File: config.mk
export PLATFORM = sky130hd
export DESIGN_NAME = alu_exec
export DESIGN_NICKNAME = d
export VERILOG_FILES = /design/src/rtl/alu_exec_pkg.sv /design/src/rtl/alu_exec_mul_seq.sv /design/src/rtl/alu_exec.sv
export SDC_FILE = /design/constraint.sdc
export NUM_CORES = 1
export LEC_CHECK = 0
export CORE_MARGIN = 10
export CORE_UTILIZATION = 61
export DETAILED_ROUTE_END_ITERATION = 7
export PLACE_DENSITY = 0.89
export SETUP_SLACK_MARGIN = 0.05
export SLEW_MARGIN = 20
export SYNTH_ARGS = -nofsm -noshare
export SYNTH_HDL_FRONTEND = slang
export SYNTH_SLANG_ARGS = --single-unit
File: constraint.sdc
create_clock -name clk_i -period 3.9 [get_ports clk_i]
set_input_delay 0.78 -clock clk_i [delete_from_list [all_inputs] [get_ports clk_i]]
set_output_delay 0.78 -clock clk_i [all_outputs]
set_load 0.005 [all_outputs]
File: src/rtl/alu_exec_pkg.sv
// Shared constants for the execute unit: ALU control codes and FSM state encoding.
package alu_exec_pkg;

  localparam logic [3:0] CTRL_AND = 4'b0000;
  localparam logic [3:0] CTRL_OR  = 4'b0001;
  localparam logic [3:0] CTRL_ADD = 4'b0010;
  localparam logic [3:0] CTRL_SLL = 4'b0011;
  localparam logic [3:0] CTRL_SRL = 4'b0100;
  localparam logic [3:0] CTRL_JR  = 4'b0101;
  localparam logic [3:0] CTRL_SUB = 4'b0110;
  localparam logic [3:0] CTRL_SLT = 4'b0111;
  localparam logic [3:0] CTRL_MUL = 4'b1000;
  localparam logic [3:0] CTRL_LUI = 4'b1001;
  localparam logic [3:0] CTRL_ORI = 4'b1010;
  localparam logic [3:0] CTRL_JAL = 4'b1110;
  localparam logic [3:0] CTRL_SGE = 4'b1111;

  typedef enum logic [1:0] {
    ST_IDLE = 2'b00,
    ST_MUL  = 2'b01,
    ST_DONE = 2'b10
  } state_e;

endpackage

File: src/rtl/alu_exec_mul_seq.sv
// Iterative unsigned shift-add multiplier (low DATA_W bits of the product).
// start_i loads the operands; one shift-add step runs per cycle afterwards.
// done_o is asserted during the final step and product_o then carries the
// accumulator value that step produces.
module alu_mul_seq
  import alu_exec_pkg::*;
#(
  parameter int DATA_W   = 32,
  parameter int MUL_ITER = DATA_W
) (
  input  logic              clk_i,
  input  logic              rst_i,
  input  logic              start_i,
  input  logic [DATA_W-1:0] mcand_i,
  input  logic [DATA_W-1:0] mplier_i,
  output logic              done_o,
  output logic [DATA_W-1:0] product_o
);

  localparam int CNT_W = (MUL_ITER > 1) ? $clog2(MUL_ITER) : 1;

  logic              run_q;
  logic [CNT_W-1:0]  cnt_q;
  logic [DATA_W-1:0] mcand_q;
  logic [DATA_W-1:0] mplier_q;
  logic [DATA_W-1:0] acc_q;
  logic [DATA_W-1:0] acc_d;

  // Conditional add of the multiplicand for the current step
  always_comb begin
    acc_d = acc_q;
    if (mplier_q[0]) acc_d = acc_q + mcand_q;
  end

  assign done_o    = run_q && (cnt_q == '0);
  assign product_o = acc_d;

  // Operand load on start, then one step per cycle down to terminal count
  always_ff @(posedge clk_i or negedge rst_i) begin
    if (!rst_i) begin
      run_q    <= 1'b0;
      cnt_q    <= '0;
      mcand_q  <= '0;
      mplier_q <= '0;
      acc_q    <= '0;
    end else if (start_i) begin
      run_q    <= 1'b1;
      cnt_q    <= CNT_W'(MUL_ITER - 1);
      mcand_q  <= mcand_i;
      mplier_q <= mplier_i;
      acc_q    <= '0;
    end else if (run_q) begin
      acc_q    <= acc_d;
      mcand_q  <= mcand_q << 1;
      mplier_q <= mplier_q >> 1;
      if (cnt_q == '0) run_q <= 1'b0;
      else             cnt_q <= cnt_q - 1'b1;
    end
  end

endmodule

File: src/rtl/alu_exec.sv
// Execute unit: single-cycle ALU operations plus an iterative multiply.
//
// state | meaning
// IDLE  | ready for a new operation
// MUL   | multiply in progress, new requests ignored
// DONE  | result presented with valid_o for one cycle
module alu_exec
  import alu_exec_pkg::*;
#(
  parameter int DATA_W   = 32,
  parameter int MUL_ITER = DATA_W
) (
  input  logic              clk_i,
  input  logic              rst_i,
  input  logic              valid_i,
  output logic              ready_o,
  input  logic [3:0]        ctrl_i,
  input  logic [DATA_W-1:0] src1_i,
  input  logic [DATA_W-1:0] src2_i,
  input  logic [4:0]        shamt_i,
  output logic              valid_o,
  output logic [DATA_W-1:0] result_o,
  output logic              zero_o,
  output logic              busy_o
);

  state_e            state_q;
  logic              valid_q;
  logic              zero_q;
  logic [DATA_W-1:0] result_q;
  logic [DATA_W-1:0] alu_res;
  logic              alu_zero;
  logic              accept;
  logic              mul_start;
  logic              mul_done;
  logic [DATA_W-1:0] mul_prod;

  assign accept    = valid_i && (state_q == ST_IDLE);
  assign mul_start = accept && (ctrl_i == CTRL_MUL);

  // Single-cycle ALU result and branch flag from the presented operands
  always_comb begin
    alu_res = '0;
    case (ctrl_i)
      CTRL_AND: alu_res = src1_i & src2_i;
      CTRL_OR:  alu_res = src1_i | src2_i;
      CTRL_ADD: alu_res = src1_i + src2_i;
      CTRL_SUB: alu_res = src1_i - src2_i;
      CTRL_SLT: alu_res = {{(DATA_W-1){1'b0}}, ($signed(src1_i) < $signed(src2_i))};
      CTRL_SLL: alu_res = src2_i << shamt_i;
      CTRL_SRL: alu_res = src2_i >> src1_i[4:0];
      CTRL_LUI: alu_res = DATA_W'(src2_i[15:0]) << 16;
      CTRL_ORI: alu_res = src1_i | DATA_W'(src2_i[15:0]);
      CTRL_JR,
      CTRL_JAL,
      CTRL_SGE: alu_res = src1_i;
      default:  alu_res = '0;
    endcase
    alu_zero = (alu_res == '0);
    if (ctrl_i == CTRL_SGE) alu_zero = ~src1_i[DATA_W-1];
  end

  alu_mul_seq #(
    .DATA_W   (DATA_W),
    .MUL_ITER (MUL_ITER)
  ) u_mul (
    .clk_i     (clk_i),
    .rst_i     (rst_i),
    .start_i   (mul_start),
    .mcand_i   (src1_i),
    .mplier_i  (src2_i),
    .done_o    (mul_done),
    .product_o (mul_prod)
  );

  // Control FSM with registered result, flag and completion pulse
  always_ff @(posedge clk_i or negedge rst_i) begin
    if (!rst_i) begin
      state_q  <= ST_IDLE;
      valid_q  <= 1'b0;
      result_q <= '0;
      zero_q   <= 1'b0;
    end else begin
      valid_q <= 1'b0;
      case (state_q)
        ST_IDLE: begin
          if (valid_i) begin
            if (ctrl_i == CTRL_MUL) begin
              state_q <= ST_MUL;
            end else begin
              result_q <= alu_res;
              zero_q   <= alu_zero;
              valid_q  <= 1'b1;
              state_q  <= ST_DONE;
            end
          end
        end
        ST_MUL: begin
          if (mul_done) begin
            result_q <= mul_prod;
            zero_q   <= (mul_prod == '0);
            valid_q  <= 1'b1;
            state_q  <= ST_DONE;
          end
        end
        ST_DONE: state_q <= ST_IDLE;
        default: state_q <= ST_IDLE;
      endcase
    end
  end

  assign ready_o  = (state_q == ST_IDLE);
  assign busy_o   = (state_q == ST_MUL);
  assign valid_o  = valid_q;
  assign result_o = result_q;
  assign zero_o   = zero_q;

endmodule

==> metrics.cfg, run 1 <==
[status]
status=stopped before the end
stop_stage=global routing (5_1_grt)
error_line=[ERROR GRT-0116] Global routing finished with congestion. Check the congestion regions in the DRC Viewer.

[place]
placed_cell_area_um2=22700
gp_congestion=1.37
io_buffers=111
dpl.hpwl_mm=65.7

[floorplanning]
die_h_um=190
ios=112
initial_core_util_pct=61.6
die_w_um=190
num_rows=62

[logic_synthesis]
yosysSeqAreaShare_pct=19.6
synth_cell_types=100
synth_nets=2476
yosys_warnings=0
synthCells=2256
synth_ff_type=dfrtp_1
synth_edf_count=0
ys_ff_latch=138
async_flop_share_pct=100
syn_area_per_cell_um2=7.80
synth_area_um2=17600

[global_routing]
grtUsageTotal_pct=69.2
grt_pass1_wl_mm=189
overflow=72
grt_max_degree=90
grt_pass1_vias=28700

[clock_network]
htreeDepth=4
clk_path_buf_depth=2
root_buffer=clkbuf_16
numCtsBuffers=17
cts_sinks=138

## routing by layer
layer / track usage [%] / overflow
met1: 68.5 / 2
met2: 81.6 / 38
met3: 61.8 / 1
met4: 62.8 / 31
met5: 37.3 / 0
## Yosys cell counts (26+ instances only)
library cell  count  area, µm²
a21oi_1         161        806
mux2_2           26        293
inv_1           112        420
nor3_1           38        190
mux2i_1         144       1440
a21o_1           31        233
o211ai_1         26        195
mux4_2           35        788
dfrtp_1         138       3450
nor2_1          220        826
a22oi_1          27        203
clkbuf_1        111        417
nand2_1         250        938
o21ai_0         161        806
xnor2_1          32        280
buf_2            27        135
a211oi_1         60        450
ha_1            141       1760
nand3_1          41        205
a221oi_1         26        228
## logic make-up after synthesis
kind of cell | count (synthesis) | share of synthesized area [%]
xor gates and xnor gates | 47 | 2.34
muxes | 207 | 14.6
DFF | 138 | 19.6
and+or+nand+nor | 723 | 19.2
adders and majority gates | 144 | 10.4
buffers and inverters | 281 | 6.49
AOI/OAI and AO/OA | 716 | 27.4
## through the flow
step                      utilization (%)  hold slack (ns)  setup slack [ns]  std cells  TNS, ns
after CTS                            83.9            0.411            -0.114       3186   -0.114
after detailed placement             79.6            0.469             -1.04       3130   -13.46
after global placement               79.6            0.464            -0.781       3130    -8.21
after floorplan                         -            0.463            -0.187       2256   -0.244
## repair_timing
action	4_1_cts
hold buffers	0
resized for setup	127
pin swaps	30
buffers inserted	25
endpoints found under the setup margin	16
==> run 2: changes to the inputs <==
--- a/config.mk
+++ b/config.mk
@@ -6,10 +6,9 @@
 export NUM_CORES = 1
 export LEC_CHECK = 0
 export CORE_MARGIN = 10
-export CORE_UTILIZATION = 61
+export CORE_UTILIZATION = 40
 export DETAILED_ROUTE_END_ITERATION = 7
-export PLACE_DENSITY = 0.89
-export SETUP_SLACK_MARGIN = 0.05
+export PLACE_DENSITY_LB_ADDON = 0.15
 export SLEW_MARGIN = 20
 export SYNTH_ARGS = -nofsm -noshare
 export SYNTH_HDL_FRONTEND = slang
==> run 2 against run 1 <==
Area after synthesis unchanged. The flow now finishes, with violations (negative setup slack). Synthesized cell count unchanged.
==> metrics.cfg, run 2 <==
[setup_path]
r2r_slack_ns=0.02
cp.arrival_ns=4.39
r2r-end=zero_o
crit_fanout=7
rr_startpoint=u_mul.mcand_q[0]
worstPathRequired_ns=4.27
crit_type=in -> reg
cp-start-kind=input pin
worstRegToRegCells=16
cp-end-kind=flop

[logic_synthesis]
synthCells=2256  ; unchanged
async_flop_share_pct=100  ; unchanged
synth_area_um2=17600  ; unchanged
yosys_warnings=0  ; unchanged
syn_area_per_cell_um2=7.80  ; unchanged
synth.most_common_cell=nand2_1
synth_area_leaders=dfrtp_1 20%, ha_1 10%, mux2i_1 8.2%, nand2_1 5.3%, nor2_1 4.7%
synth_ff_type=dfrtp_1
synth_cell_types=100  ; unchanged
ys_ff_latch=138  ; unchanged
synth_edf_count=0  ; unchanged
yosys-top-cells-count=250 x nand2_1, 220 x nor2_1, 161 x a21oi_1, 161 x o21ai_0, 144 x mux2i_1
synth_area_leader_cell=dfrtp_1
synth_nets=2476  ; unchanged
yosysSeqAreaShare_pct=19.6  ; unchanged
yosysTopAreaCellShare_pct=19.6  ; unchanged

[sta]
max_freq_ghz=0.248
slew-limit-headroom_pct=30.4
rsz0062_at_grt=true
setup_violations=1
drv_slew=0
fin_crit_ns=4.02
worst_pin_slew_ns=1.04
hold_viol=0
setup_slack_ns=-0.125
period_share_pct=103
clock-skew-final_ns=0.0352

[finish]
final_cell_mix=679 x buf_4, 249 x nand2_1, 216 x nor2_1, 156 x o21ai_0, 152 x a21oi_1
drive_gt1_share_pct=32.0
utilization_pct=58.9
area_growth_pct=44.7
fin_nets=3144
final_cells=3523
mostFrequentLayoutCell=buf_4
nFillCells=4036

[detailed_routing]
wl_mm=91.5
num_vias=21400
dr.pass1.iters=6
first_iter_violations=2441
drc=0
avgViaCountPerCell=6.06
ant_nets=0
wl_per_cell_um=26.0

[clock_network]
postCtsHoldBufs=0  ; unchanged
clk_path_buf_depth=2  ; unchanged
clk_latency_ns=0.52
cts_sinks=138  ; unchanged
root_buffer=clkbuf_16
htreeDepth=4  ; unchanged
path_clk_slew_ns=0.07
cts_tree=done
numCtsBuffers=17  ; unchanged

[status]
failed_checks=negative setup slack
status=finished, violations left

[place]
io_buffers=111  ; unchanged
dp_slack_ns=-0.913  ; +0.125 ns
dp_cells=3480  ; +11%
dpl.hpwl_mm=74.5  ; +13%
gp_congestion=1.03  ; -25%

[pwr]
leakage_uw=0.0119
p_per_area_nw_per_um2=461
ir_drop_mv=0.446
power_uw=11700

[floorplanning]
fp.coreArea_um2=43300
die_area_um2=52800
ios=112  ; unchanged
initial_core_util_pct=40.7  ; -21 points
die_h_um=230  ; +21%
die_w_um=230  ; +21%
num_rows=76  ; +23%

[global_routing]
grtUsageTotal_pct=33.8
grt_pass1_vias=20900
antenna_found_initial=2
grt_pass1_wl_mm=135
overflow=0
grt_max_degree=81

[flow_run]
cap_violations=0

[hold_path]
hold_class=in -> async

-- run 2: cell counts after synthesis --
Identical to the previous run, type by type.
-- run 2: logic make-up after synthesis --
logic type                 count (synthesis)  synth area share, %
and+or+nand+nor                          723                 19.2
xor gates and xnor gates                  47                 2.34
AOI/OAI and AO/OA                        716                 27.4
buffers and inverters                    281                 6.49
adders and majority gates                144                 10.4
muxes                                    207                 14.6
DFF                                      138                 19.6
-- run 2: where the power goes --
part	leakage, µW	switching (µW)	total (µW)	internal (µW)
combinational	0.00981	3990	7400	3420
clock	0.000298	831	1820	991
sequential	0.00174	517	2510	1990
total	0.0119	5340	11700	6400
-- run 2: final cells by class --
cell class              instances  area (µm²)  share of cell area (%)
multi-input cells            1838       13700                    53.8
clock buffers                  19         453                    1.78
repair buffers                811        6530                    25.6
inverters                     118         443                    1.74
clock inverters                13         156                   0.614
flip-flops and latches        138        3460                    13.6
diodes                          1        2.50                 0.00983
well taps                     585         732                    2.87
-- run 2: per-layer routing --
layer | part of all wire [%] | GRT usage, % | vias to the layer above
li1 | - | - | 9707
met1 | 44 | 46.1 | 10500
met2 | 44 | 51.1 | 1028
met3 | 8.4 | 6.01 | 158
met4 | 4.3 | 15.2 | 2
met5 | 0.020 | 0 | -
-- run 2: how the worst max path moves through the flow --
stage | start | endpoint | slack [ns] | cells past startpoint
final | ctrl_i[1] | zero_o | -0.12 | 14
after global routing | u_mul.mcand_q[0] | zero_o | -0.21 | 15
after CTS | src2_i[8] | zero_o | 0.003 | 15
after detailed placement | src1_i[2] | zero_o | -0.91 | 18
after global placement | src1_i[1] | zero_o | -0.90 | 19
after floorplan | src1_i[0] | zero_o | -0.20 | 18
-- run 2: what timing repair did --
| item | CTS | global route |
|---|---|---|
| setup buffers | 7 | 3 |
| gates cloned | 1 | 0 |
| pin swaps | 26 | 25 |
| setup endpoints to repair | 8 | 9 |
| gates resized for setup | 104 | 50 |
-- run 2: per-stage QoR --
step           instance area, µm²  setup TNS [ns]  hold slack, ns
6_report                    25500          -0.125           0.305
5_1_grt                     25500          -0.324           0.385
4_1_cts                     25200               0           0.346
3_5_place_dp                24100          -11.23           0.462
3_3_place_gp                24100          -10.06           0.453
2_1_floorplan               17700          -0.257           0.463
-- run 2: critical path: stages --
cell and delay [ns]:
clkdlybuf4s50_1 0.67, buf_4 0.23, nor4bb_1 0.29, buf_4 0.22, nand2_1 0.13, buf_4 0.20
a2111oi_0 0.71, nor2_1 0.33, and3_1 0.27, nor4bb_4 0.16, nand4b_1 0.16, nor4_4 0.05
nand3_1 0.09, o211ai_2 0.07
Power figures use the tool's default switching activity.
==> run 3: changes to the inputs <==
--- a/config.mk
+++ b/config.mk
@@ -5,9 +5,10 @@
 export SDC_FILE = /design/constraint.sdc
 export NUM_CORES = 1
 export LEC_CHECK = 0
-export CORE_MARGIN = 10
-export CORE_UTILIZATION = 40
+export CORE_MARGIN = 2
+export CORE_UTILIZATION = 50
 export DETAILED_ROUTE_END_ITERATION = 7
+export DONT_BUFFER_PORTS = 1
 export PLACE_DENSITY_LB_ADDON = 0.15
 export SLEW_MARGIN = 20
 export SYNTH_ARGS = -nofsm -noshare
==> run 3 against run 2 <==
The flow still finishes with violations (negative setup slack). Non-clock buffer count shrank 514. Die area shrank 30%. Critical endpoint unchanged. Clock skew shrank 0.020 ns. Worst setup slack gained 0.12 ns. Worst hold slack lost 0.29 ns. Final area shrank 20%. Wire length shrank 12%. Sequential cell count is the same. Clock power shrank 9.9%. Maximum frequency grew 3.2%. Cell count shrank 18%. Sequential share of layout area grew 3.3 points.
==> metrics.cfg, run 3 (same netlist as run 2, synthesis figures left out) <==
[status]
status=finished, violations left
failed_checks=negative setup slack

[global_routing]
overflow=0  ; unchanged
grt_pass1_vias=18500  ; -11%
grt_pass1_wl_mm=119  ; -12%
antenna_found_initial=2  ; unchanged
grtUsageTotal_pct=43.7  ; +9.9 points
grt_max_degree=157  ; +94%

[finish]
final_cell_mix=287 x buf_4, 250 x nand2_1, 218 x nor2_1, 160 x a21oi_1, 158 x o21ai_0
drive_gt1_share_pct=18.5  ; -14 points
final_cells=2877  ; -18%
diodes=0  ; -1
nFillCells=3192  ; -21%
mostFrequentLayoutCell=buf_4
utilization_pct=59.2  ; +0.30 points
area_growth_pct=16.4
fin_nets=2629  ; -16%

[pwr]
leakage_uw=0.00931  ; -21%
ir_drop_mv=1.24  ; +180%
p_per_area_nw_per_um2=507  ; +9.9%

[clock_network]
clk_path_buf_depth=2  ; unchanged
numCtsBuffers=17  ; unchanged
clk_latency_ns=0.48  ; -0.04 ns
cts_tree=done
cts_sinks=138  ; unchanged
path_clk_slew_ns=0.07  ; about the same
htreeDepth=4  ; unchanged
root_buffer=clkbuf_16

[detailed_routing]
ant_nets=0  ; unchanged
first_iter_violations=2541  ; +4.1%
drc=0  ; unchanged
num_vias=19600  ; -8.2%
wl_per_cell_um=28.0  ; +7.8%
wl_mm=80.5  ; -12%
dr.pass1.iters=6  ; unchanged
avgViaCountPerCell=6.82  ; +12%

[sta]
hold_viol=0  ; unchanged
setup_violations=1  ; unchanged
max_freq_ghz=0.256  ; +3.2%
slew-limit-headroom_pct=43.6  ; +13 points
period_share_pct=100  ; -3.2 points
holdWs_ns=0.0116  ; -0.293 ns
clock-skew-final_ns=0.0153  ; -0.0199 ns
worst_pin_slew_ns=0.847  ; -0.198 ns
setup_slack_ns=-0.00116  ; +0.123 ns
fin_crit_ns=3.90  ; -0.123 ns
rsz0062_at_grt=true
drv_slew=0  ; unchanged

[place]
io_buffers=0  ; -100%
dpl.hpwl_mm=62.2  ; -17%
dp_cells=2838  ; -18%
gp_congestion=1.08  ; +5.4%

[setup_path]
cp.arrival_ns=4.30  ; -0.09 ns
cp-end-kind=flop
worstRegToRegCells=15  ; -1
rr_startpoint=u_mul.acc_q[0]
cp-start-kind=flop
r2r-end=zero_o
crit_type=reg -> reg
crit_fanout=4  ; -3
worstPathRequired_ns=4.30  ; +0.03 ns
r2r_slack_ns=-0.001  ; -0.02 ns

[hold_path]
hold_class=in -> async

[floorplanning]
fp.coreArea_um2=34600  ; -20%
initial_core_util_pct=50.8  ; +10 points
ios=112  ; unchanged
die_w_um=192  ; -17%
num_rows=68  ; -11%
die_area_um2=36700  ; -30%
die_h_um=192  ; -17%

[flow_run]
cap_violations=0  ; unchanged

run 3: cell count changes in the layout (fill, tap and decap cells not counted), moves of 9 or more:
cell / previous run / this run
ha_1: 128 / 140
buf_4: 679 / 287
inv_2: 11 / 2
clkdlybuf4s50_1: 94 / 0
dlygate4sd2_1: 9 / 0
ha_4: 12 / 0
buf_6: 9 / 0
inv_1: 103 / 112
run 3: final cells by class:
| type | instances | area (µm²) | area share [%] |
|---|---|---|---|
| Multi-Input combinational cell | 1837 | 13100 | 64.2 |
| Inverter | 118 | 443 | 2.16 |
| Clock buffer | 21 | 470 | 2.30 |
| Clock inverter | 11 | 85.1 | 0.415 |
| Timing Repair Buffer | 297 | 2310 | 11.3 |
| Tap cell | 455 | 569 | 2.78 |
| Sequential cell | 138 | 3460 | 16.9 |
run 3: worst max-delay path by stage:
stage,start,to,slack (ns),cells after the start
after floorplan,src1_i[0],zero_o,-0.20,18
after global placement,src1_i[1],zero_o,-0.49,15
after detailed placement,src1_i[1],zero_o,-0.57,15
after CTS,src1_i[1],zero_o,0.004,15
after global routing,u_mul.acc_q[0],zero_o,-0.1,15
final,u_mul.acc_q[0],zero_o,-0.001,15
run 3: power breakdown:
part,switching (µW),total [µW],internal (µW)
sequential,561,2560,2000
clock,766,1640,872
combinational,3460,6180,2730
total,4790,10400,5590
run 3: worst max-delay path, cell delays in order, from the launching register on:
cell and delay [ns]:
dfrtp_1 0.39, ha_1 0.26, fa_1 0.40, a21o_1 0.21, a221o_1 0.38, buf_4 0.18, nand3_1 0.14, and3_1 0.23
xnor2_1 0.08, mux2i_1 0.29, nand4_1 0.23, nor4b_1 0.28, and4_1 0.27, and4bb_2 0.23, nand4_1 0.11, o211ai_2 0.14
run 3: timing repair:
action / in CTS / in global routing
setup buffers: 0 / 3
hold buffers: 2 / 2
gates resized for setup: 2 / 17
pin swaps: 0 / 2
endpoints found under the setup margin: 1 / 7
endpoints found under the hold margin: 18 / 12
run 3: per-stage QoR:
stage | setup TNS, ns | power, µW | area (µm²) | worst slack [ns]
2_1_floorplan | -0.257 | 6440 | 17700 | -0.204
3_3_place_gp | -1.73 | 8310 | 19800 | -0.485
3_5_place_dp | -2.51 | 8460 | 19800 | -0.568
4_1_cts | 0 | 10100 | 20400 | 0.00429
5_1_grt | -0.0956 | 11000 | 20500 | -0.0956
6_report | -0.00116 | 10400 | 20500 | -0.00116
run 3: routing by layer:
layer	vias to the layer above	GRT usage (%)	part of all wire, %
met2	1191	67.2	43
met1	9509	58.7	41
li1	8662	-	-
met4	4	20.4	5.6
met3	243	8.70	9.9
met5	-	0	0.029
